## src/rtl/map_ss_seq.sv

```systemverilog
// Save-state sequencer for discrete-latch mappers: streams mapper registers plus the
// index byte out to a byte sink on save, and writes them back from a byte source on load.
module map_ss_seq #(
   parameter int unsigned REG_CNT  = 1,
   parameter int unsigned IDX_ADDR = 127,
   parameter int unsigned WE_HOLD  = 4
) (
   input  logic       clk,
   input  logic       map_rst_n,
   input  logic       cmd_save,
   input  logic       cmd_load,
   output logic       busy,
   output logic       done,
   output logic       err,
   output logic       ss_act,
   output logic [7:0] ss_addr,
   output logic       ss_we,
   output logic [7:0] ss_wdat,
   input  logic [7:0] ss_rdat,
   output logic [7:0] snk_dat,
   output logic       snk_vld,
   input  logic       snk_rdy,
   input  logic [7:0] src_dat,
   input  logic       src_vld,
   output logic       src_rdy
);

   localparam int unsigned AW = 8;
   localparam int unsigned DW = 8;
   localparam int unsigned CW = $clog2(WE_HOLD + 1);

   localparam logic [AW-1:0] LAST_REG = AW'(REG_CNT - 1);
   localparam logic [AW-1:0] IDX      = AW'(IDX_ADDR);
   localparam logic [CW-1:0] WE_LAST  = CW'(WE_HOLD - 1);
   localparam logic [CW-1:0] WE_DONE  = CW'(WE_HOLD);

   localparam logic [2:0] IDLE   = 3'd0;
   localparam logic [2:0] S_ADDR = 3'd1;
   localparam logic [2:0] S_OUT  = 3'd2;
   localparam logic [2:0] L_REQ  = 3'd3;
   localparam logic [2:0] L_WR   = 3'd4;
   localparam logic [2:0] L_CHK  = 3'd5;
   localparam logic [2:0] FIN    = 3'd6;

   logic [2:0]    state, state_nx;
   logic [CW-1:0] we_cnt, we_cnt_nx;
   logic          busy_nx, done_nx, err_nx, ss_act_nx, ss_we_nx;
   logic          snk_vld_nx, src_rdy_nx;
   logic [AW-1:0] ss_addr_nx, addr_adv;
   logic [DW-1:0] ss_wdat_nx, snk_dat_nx;

   // Register walk order: 0 .. REG_CNT-1, then the index byte.
   assign addr_adv = (ss_addr == LAST_REG) ? IDX : ss_addr + AW'(1);

   // State and all outputs registered; reset drops everything immediately.
   always_ff @(posedge clk or negedge map_rst_n) begin
      if (!map_rst_n) begin
         state   <= IDLE;
         we_cnt  <= '0;
         busy    <= 1'b0;
         done    <= 1'b0;
         err     <= 1'b0;
         ss_act  <= 1'b0;
         ss_addr <= '0;
         ss_we   <= 1'b0;
         ss_wdat <= '0;
         snk_dat <= '0;
         snk_vld <= 1'b0;
         src_rdy <= 1'b0;
      end else begin
         state   <= state_nx;
         we_cnt  <= we_cnt_nx;
         busy    <= busy_nx;
         done    <= done_nx;
         err     <= err_nx;
         ss_act  <= ss_act_nx;
         ss_addr <= ss_addr_nx;
         ss_we   <= ss_we_nx;
         ss_wdat <= ss_wdat_nx;
         snk_dat <= snk_dat_nx;
         snk_vld <= snk_vld_nx;
         src_rdy <= src_rdy_nx;
      end
   end

   // Next-state and next-output logic.
   always_comb begin
      state_nx   = state;
      we_cnt_nx  = we_cnt;
      busy_nx    = busy;
      done_nx    = 1'b0;
      err_nx     = err;
      ss_act_nx  = ss_act;
      ss_addr_nx = ss_addr;
      ss_we_nx   = ss_we;
      ss_wdat_nx = ss_wdat;
      snk_dat_nx = snk_dat;
      snk_vld_nx = snk_vld;
      src_rdy_nx = src_rdy;

      case (state)
         IDLE: begin
            if (cmd_save || cmd_load) begin
               err_nx     = 1'b0;
               busy_nx    = 1'b1;
               ss_act_nx  = 1'b1;
               ss_addr_nx = '0;
               // Save has priority when both commands collide.
               state_nx   = cmd_save ? S_ADDR : L_REQ;
               src_rdy_nx = !cmd_save;
            end
         end

         S_ADDR: begin
            snk_dat_nx = ss_rdat;
            snk_vld_nx = 1'b1;
            state_nx   = S_OUT;
         end

         S_OUT: begin
            if (snk_vld && snk_rdy) begin
               snk_vld_nx = 1'b0;
               if (ss_addr == IDX) begin
                  done_nx  = 1'b1;
                  state_nx = FIN;
               end else begin
                  ss_addr_nx = addr_adv;
                  state_nx   = S_ADDR;
               end
            end
         end

         L_REQ: begin
            if (src_vld && src_rdy) begin
               ss_wdat_nx = src_dat;
               src_rdy_nx = 1'b0;
               // The index byte is only compared, never written back.
               if (ss_addr == IDX) begin
                  state_nx = L_CHK;
               end else begin
                  ss_we_nx  = 1'b1;
                  we_cnt_nx = '0;
                  state_nx  = L_WR;
               end
            end
         end

         L_WR: begin
            // WE_HOLD cycles of strobe, then one quiet cycle with address/data held.
            if (we_cnt == WE_DONE) begin
               ss_addr_nx = addr_adv;
               src_rdy_nx = 1'b1;
               state_nx   = L_REQ;
            end else begin
               if (we_cnt == WE_LAST) begin
                  ss_we_nx = 1'b0;
               end
               we_cnt_nx = we_cnt + CW'(1);
            end
         end

         L_CHK: begin
            if (ss_wdat != ss_rdat) begin
               err_nx = 1'b1;
            end
            done_nx  = 1'b1;
            state_nx = FIN;
         end

         FIN: begin
            busy_nx    = 1'b0;
            ss_act_nx  = 1'b0;
            ss_addr_nx = '0;
            state_nx   = IDLE;
         end

         default: begin
            busy_nx    = 1'b0;
            ss_act_nx  = 1'b0;
            ss_addr_nx = '0;
            ss_we_nx   = 1'b0;
            snk_vld_nx = 1'b0;
            src_rdy_nx = 1'b0;
            state_nx   = IDLE;
         end
      endcase
   end

   a_no_overlap: assert property (@(posedge clk) disable iff (!map_rst_n)
      !(snk_vld && src_rdy));

   a_we_in_wr: assert property (@(posedge clk) disable iff (!map_rst_n)
      ss_we |-> (state == L_WR));

endmodule
```

## config.mk

```make
export PLATFORM = sky130hd
export DESIGN_NAME = map_ss_seq
export DESIGN_NICKNAME = d
export VERILOG_FILES = /design/src/rtl/map_ss_seq.sv
export SDC_FILE = /design/constraint.sdc
export NUM_CORES = 1
export LEC_CHECK = 0
export BUFFER_PORTS_ARGS = -buffer_cell sky130_fd_sc_hd__buf_2
export CAP_MARGIN = 30
export CORE_MARGIN = 5
export CORE_UTILIZATION = 53
export DETAILED_ROUTE_END_ITERATION = 7
export HOLD_SLACK_MARGIN = 0.1
export PLACE_DENSITY = 0.77
export SYNTH_ARGS = -nofsm -noshare
export SYNTH_HDL_FRONTEND = slang
export SYNTH_SLANG_ARGS = --single-unit
```

## constraint.sdc

```tcl
create_clock -name clk -period 2.5 [get_ports clk]
set_input_delay 0.375 -clock clk [delete_from_list [all_inputs] [get_ports clk]]
set_output_delay 0.375 -clock clk [all_outputs]
set_load 0.01 [all_outputs]
```

==> flow_metrics.env, run 1 <==
export IMPL_timing_rr_start="state[0]"
export IMPL_hp_class="in -> async"
export IMPL_p_total_w=0.003119
export IMPL_final_cells=296
export IMPL_gr_total_overflow=0
export IMPL_grt_usage=0.1895
export IMPL_path_cells="inv_1 -> ha_1 -> nor4b_4 -> a2111oi_4 -> o21a_1 -> mux2i_1"
export IMPL_path_buf_inv=1
export IMPL_synth_area_leader_cell="dfrtp_1"
export IMPL_finalCritPeriodShare=0.8244
export IMPL_yosysWarnings=0
export IMPL_post_place_cells=288
export IMPL_core_sq_um=3716
export IMPL_die_x_um=72.24
export IMPL_cpPeakStageDelay_ns=0.41
export IMPL_synth_edf_count=0
export IMPL_top_level_ports=53
export IMPL_port_buffer_count=52
export IMPL_async_flop_share=1.000
export IMPL_end_kind="flop"
export IMPL_period_needed_ns=2.061
export IMPL_drive_gt1_frac=0.3508
export IMPL_drt_pass1_iter_count=4
export IMPL_remaining_drc_errors=0
export IMPL_pre_cts_slack_ns=0.4657
export IMPL_rows=22
export IMPL_htreeDepth=2
export IMPL_wire_per_inst_um=15.41
export IMPL_ctsHoldBuffers=0
export IMPL_p_per_area_nw_per_um2=1284
export IMPL_dr_total_vias=1685
export IMPL_p_leak_nw=1.134
export IMPL_first_iter_violations=184
export IMPL_hpwl_um=3389
export IMPL_postCtsSetupRepairBufs=0
export IMPL_rr_worst_depth=6
export IMPL_tightest_slew_ns=0.7990
export IMPL_viasPerCell=5.693
export IMPL_antenna_found_initial=0
export IMPL_max_slew_margin=0.4673
export IMPL_setup_slack_ns=0.4390
export IMPL_hold_ws_ns=0.1647
export IMPL_synth_seq_cells=36
export IMPL_grt_pass1_vias=1620
export IMPL_synth_cells=196
export IMPL_rrSetupSlack_ns=0.44
export IMPL_cts_buffers_inserted=5
export IMPL_critPathRequiredTime_ns=2.72
export IMPL_synth_top_cells_by_area="dfrtp_1 44%, mux2_2 9.3%, ha_1 5.5%"
export IMPL_grt_first_pass_wirelength_um=7583
export IMPL_skew_ns=0.003510
export IMPL_cp_start_kind="flop"
export IMPL_fmax_ghz=0.4852
export IMPL_ant_nets=0
export IMPL_clk_latency_ns=0.29
export IMPL_cts_tree="yes"
export IMPL_status="complete, no violations"
export IMPL_ys_seq_area_frac=0.4388
export IMPL_finalWirelength_um=4561
export IMPL_place_congestion=0.8548
export IMPL_fillers=303
export IMPL_synth_distinct_cells=41
export IMPL_synth_nets=227
export IMPL_synth_area_sq_um=2053
export IMPL_r2r_end="ss_addr[1]"
export IMPL_clk_pin_slew_ns=0.07
export IMPL_yosys_area_top_type_share=0.4388
export IMPL_finalSetupTns_ns=0
export IMPL_cts_buffer_depth=2
export IMPL_finalMaxSlewViolations=0
export IMPL_worstPathArrival_ns=2.28
export IMPL_grt_max_degree=37
export IMPL_initial_core_util=0.5525
export IMPL_rsz0062_at_grt="false"
export IMPL_maxCapViolations=0
export IMPL_cts_sinks=36
export IMPL_crit_type="reg -> reg"
export IMPL_diodes=0
export IMPL_die_area_sq_um=5219
export IMPL_synth_most_common_cell="dfrtp_1"
export IMPL_synth_flop_cell="dfrtp_1"
export IMPL_layout_nets=278
export IMPL_clockRootBuffer="clkbuf_8"
export IMPL_cpLargestDelayFamily="compound AO/OA/AOI/OAI gates"
export IMPL_setup_viol=0
export IMPL_die_y_um=72.24
export IMPL_synth_avg_cell_area_sq_um=10.48
export IMPL_cts_resized=0
export IMPL_synth_commonest_cells="36 x dfrtp_1, 17 x mux2_2, 15 x nand2_1"
export IMPL_path_max_fanout=10
export IMPL_finalHoldViolCount=0
export IMPL_vdd_ir_drop_max_mv=0.7460
export IMPL_synthToLayoutAreaGrowth_pct=18.28
export IMPL_worst_path_max_delay_cell="dfrtp_1"
==> through the flow <==
stage	util	instance area (sq um)
6_report	0.6535	2429
5_1_grt	0.6535	2429
4_1_cts	0.6535	2429
3_5_place_dp	0.6236	2317
3_3_place_gp	0.6236	2317
2_1_floorplan	-	2053
==> sequential cells by signal, indices dropped and copies added (netlist names) <==
register / flops
src_rdy: 1
snk_vld: 1
we_cnt: 3
ss_wdat: 8
ss_we: 1
snk_dat: 8
ss_addr: 8
done: 1
ss_act: 1
err: 1
state: 3
==> report_power, final <==
part           leakage, nW  internal (W)  switching [W]  total, W
Combinational        0.628      0.000731       0.000843   0.00157
Sequential           0.451      0.000833       0.000206   0.00104
Clock               0.0541      0.000295       0.000211  0.000506
==> how the worst max path moves through the flow <==
stage | slack (ns) | start | endpoint | cells after the start
finish | 0.44 | state[0] | ss_addr[1] | 6
global route | 0.31 | state[1] | ss_addr[1] | 6
CTS | 0.45 | state[0] | ss_addr[1] | 6
detailed placement | 0.47 | state[0] | ss_addr[1] | 6
global placement | 0.53 | state[0] | ss_addr[1] | 6
floorplan | 0.51 | state[0] | ss_addr[0] | 9
==> cells in the final DEF (no fill, tap or decap), types with 2 or more instances in the layout <==
master / synthesis / layout
buf_2: 0 / 52
dfrtp_1: 36 / 36
mux2_2: 17 / 17
nand2_1: 15 / 15
inv_1: 14 / 14
o21ai_0: 13 / 13
a21oi_1: 11 / 11
ha_1: 9 / 9
xnor2_1: 8 / 8
nor2_1: 8 / 8
o221ai_1: 6 / 6
a22oi_1: 6 / 6
clkbuf_8: 0 / 5
nand4_1: 4 / 4
and3_1: 3 / 3
nor3_1: 3 / 3
nand3_1: 3 / 3
mux2i_1: 3 / 3
nor4_1: 2 / 2
nand2b_1: 2 / 2
a31oi_1: 2 / 2
a211oi_1: 2 / 2
a21boi_0: 2 / 2
buf_4: 1 / 2
==> layer usage <==
metal  wire (um)  vias up  global-route usage
li1            -      805                   -
met4          65        0             0.07307
met1        1990      825              0.2564
met2        2292       49              0.2922
met3         212        6             0.04709
met5           0        -                   0
==> layout make-up <==
class                           instances  area [sq um]  share of cell area
Inverter                               15         56.30             0.02318
Clock inverter                          3         42.54             0.01752
Clock buffer                            5         68.82             0.02834
Sequential cell                        36         900.9              0.3709
Tap cell                               48         60.06             0.02473
Multi-Input combinational cell        135          1025              0.4219
Timing Repair Buffer                   54         275.3              0.1133
==> cell families (layout without fill, tap and decap cells) <==
group / after synthesis / after routing / share of synthesized area
compound gates: 49 / 49 / 0.1645
xor+xnor: 8 / 8 / 0.03413
fa+ha+maj: 9 / 9 / 0.05485
buf+inv: 25 / 77 / 0.06216
flops: 36 / 36 / 0.4388
mux: 21 / 21 / 0.1133
simple gates: 48 / 48 / 0.1322
Note: power is estimated with default switching activity, not from simulation.
==> inputs of run 2 (changes only) <==
CORE_UTILIZATION = 47   (was 53)
PLACE_DENSITY = 0.72   (was 0.77)
clock period = 1.8 ns   (was 2.5 ns; I/O delays follow)
==> flow_metrics.env, run 2 (synthesis gave the netlist of run 1 again) <==
export IMPL_final_cells=327
export IMPL_antenna_found_initial=0
export IMPL_ant_nets=0
export IMPL_cts_sinks=36
export IMPL_maxCapViolations=0
export IMPL_rsz0062_at_grt="true"
export IMPL_period_needed_ns=1.808
export IMPL_hp_class="in -> reg"
export IMPL_r2r_end="state[1]"
export IMPL_finalMaxSlewViolations=0
export IMPL_critPathRequiredTime_ns=1.98
export IMPL_gr_total_overflow=0
export IMPL_synthToLayoutAreaGrowth_pct=31.75
export IMPL_clk_pin_slew_ns=0.08
export IMPL_status="finished, violations left"
export IMPL_die_area_sq_um=5790
export IMPL_violations="setup timing"
export IMPL_place_congestion=0.8424
export IMPL_finalCritPeriodShare=1.004
export IMPL_final_common_cell="buf_2"
export IMPL_vdd_ir_drop_max_mv=0.8232
export IMPL_tightest_slew_ns=0.4553
export IMPL_port_buffer_count=52
export IMPL_setup_viol=2
export IMPL_diodes=0
export IMPL_top_regs="snk_dat x8, ss_addr x8, ss_wdat x8"
export IMPL_viasPerCell=5.550
export IMPL_worstPathArrival_ns=1.99
export IMPL_remaining_drc_errors=0
export IMPL_worst_path_max_delay_cell="dfrtp_1"
export IMPL_p_leak_nw=1.261
export IMPL_cts_buffers_inserted=5
export IMPL_drt_pass1_iter_count=6
export IMPL_fmax_ghz=0.5532
export IMPL_rrSetupSlack_ns=-0.008
export IMPL_max_slew_margin=0.6965
export IMPL_die_x_um=76.10
export IMPL_hold_end="ss_wdat[2]"
export IMPL_core_sq_um=4294
export IMPL_htreeDepth=2
export IMPL_whs_path_depth=2
export IMPL_finalWirelength_um=5093
export IMPL_skew_ns=0.002980
export IMPL_grt_usage=0.1733
export IMPL_path_cells="ha_2 -> nor2b_2 -> a32o_1 -> or3b_4 -> mux2_4"
export IMPL_layout_nets=305
export IMPL_initial_core_util=0.4781
export IMPL_timing_rr_start="state[0]"
export IMPL_clk_latency_ns=0.29
export IMPL_rr_worst_depth=5
export IMPL_finalHoldViolCount=0
export IMPL_layout_common_cells="52 x buf_2, 36 x dfrtp_1, 26 x buf_4"
export IMPL_dr_total_vias=1815
export IMPL_end_kind="flop"
export IMPL_hpwl_um=3848
export IMPL_hp_start="src_dat[2]"
export IMPL_first_iter_violations=129
export IMPL_drive_gt1_frac=0.4655
export IMPL_grt_max_degree=37
export IMPL_path_max_fanout=3
export IMPL_die_y_um=76.10
export IMPL_clockRootBuffer="clkbuf_8"
export IMPL_cp_start_kind="flop"
export IMPL_cts_buffer_depth=2
export IMPL_grt_first_pass_wirelength_um=8273
export IMPL_crit_type="reg -> reg"
export IMPL_top_level_ports=53
export IMPL_hold_ws_ns=0.2035
export IMPL_cts_tree="yes"
export IMPL_fillers=375
export IMPL_wire_per_inst_um=15.57
export IMPL_p_per_area_nw_per_um2=1814
export IMPL_rows=24
export IMPL_post_place_cells=314
export IMPL_grt_pass1_vias=1829
export IMPL_setup_slack_ns=-0.007514
export IMPL_cpPeakStageDelay_ns=0.41
## run 2: area by class of cell
cell class / count / area [sq um] / area share
clock inverters: 3 / 23.77 / 0.008788
flip-flops and latches: 36 / 900.9 / 0.3330
repair buffers: 81 / 496.7 / 0.1836
multi-input cells: 135 / 1094 / 0.4043
clock buffers: 5 / 68.82 / 0.02544
inverters: 15 / 56.30 / 0.02081
well taps: 52 / 65.06 / 0.02405
## run 2: repair_timing
item | 4_1_cts | 5_1_grt
setup endpoints to repair | 5 | 12
setup buffers | 1 | 3
gates resized for setup | 2 | 10
hold buffers | 1 | 0
cloned | 0 | 0
pin swaps | 2 | 7
hold endpoints to repair | 36 | 0
## run 2: worst max-delay path by stage
stage | from | end | cells past startpoint
detailed placement | state[0] | state[1] | 5
CTS | state[0] | state[1] | 5
finish | state[0] | state[1] | 5
global placement | state[0] | state[1] | 5
floorplan | state[0] | ss_addr[0] | 9
global route | state[0] | ss_addr[6] | 7
## run 2: per-layer routing
| layer | wire length [um] | part of all wire | vias to the layer above | track usage |
|---|---|---|---|---|
| met5 | 0 | 0 | - | 0 |
| met4 | 57 | 0.011 | 0 | 0.05769 |
| met3 | 278 | 0.055 | 6 | 0.03901 |
| met2 | 2727 | 0.54 | 61 | 0.3116 |
| met1 | 2030 | 0.40 | 885 | 0.2014 |
| li1 | - | - | 863 | - |
## run 2: per-stage QoR
| stage | area [sq um] | util | total power [W] | TNS [ns] | worst slack [ns] |
|---|---|---|---|---|---|
| 2_1_floorplan | 2082 | - | 0.003135 | -1.111 | -0.1635 |
| 3_3_place_gp | 2519 | 0.5865 | 0.004023 | 0 | 0.009941 |
| 3_5_place_dp | 2519 | 0.5865 | 0.004110 | -0.006443 | -0.006443 |
| 4_1_cts | 2634 | 0.6133 | 0.004728 | 0 | 0.0008999 |
| 5_1_grt | 2705 | 0.6300 | 0.005269 | -0.9112 | -0.1137 |
| 6_report | 2705 | 0.6300 | 0.004907 | -0.01220 | -0.007514 |
## run 2: critical path: cells and delay by family, from the launching register on
family | cells | cell delay [ns]
flip-flops | 1 | 0.41
AND/OR/NAND/NOR | 2 | 0.57
multiplexers | 1 | 0.30
adder cells (fa/ha/maj) | 1 | 0.20
AO/OA/AOI/OAI | 1 | 0.23
## run 2: where the power goes
part | switching (W) | leakage (nW) | internal (W)
clock | 0.000324 | 0.0404 | 0.000274
sequential | 0.000279 | 0.451 | 0.00116
combinational | 0.00140 | 0.769 | 0.00148
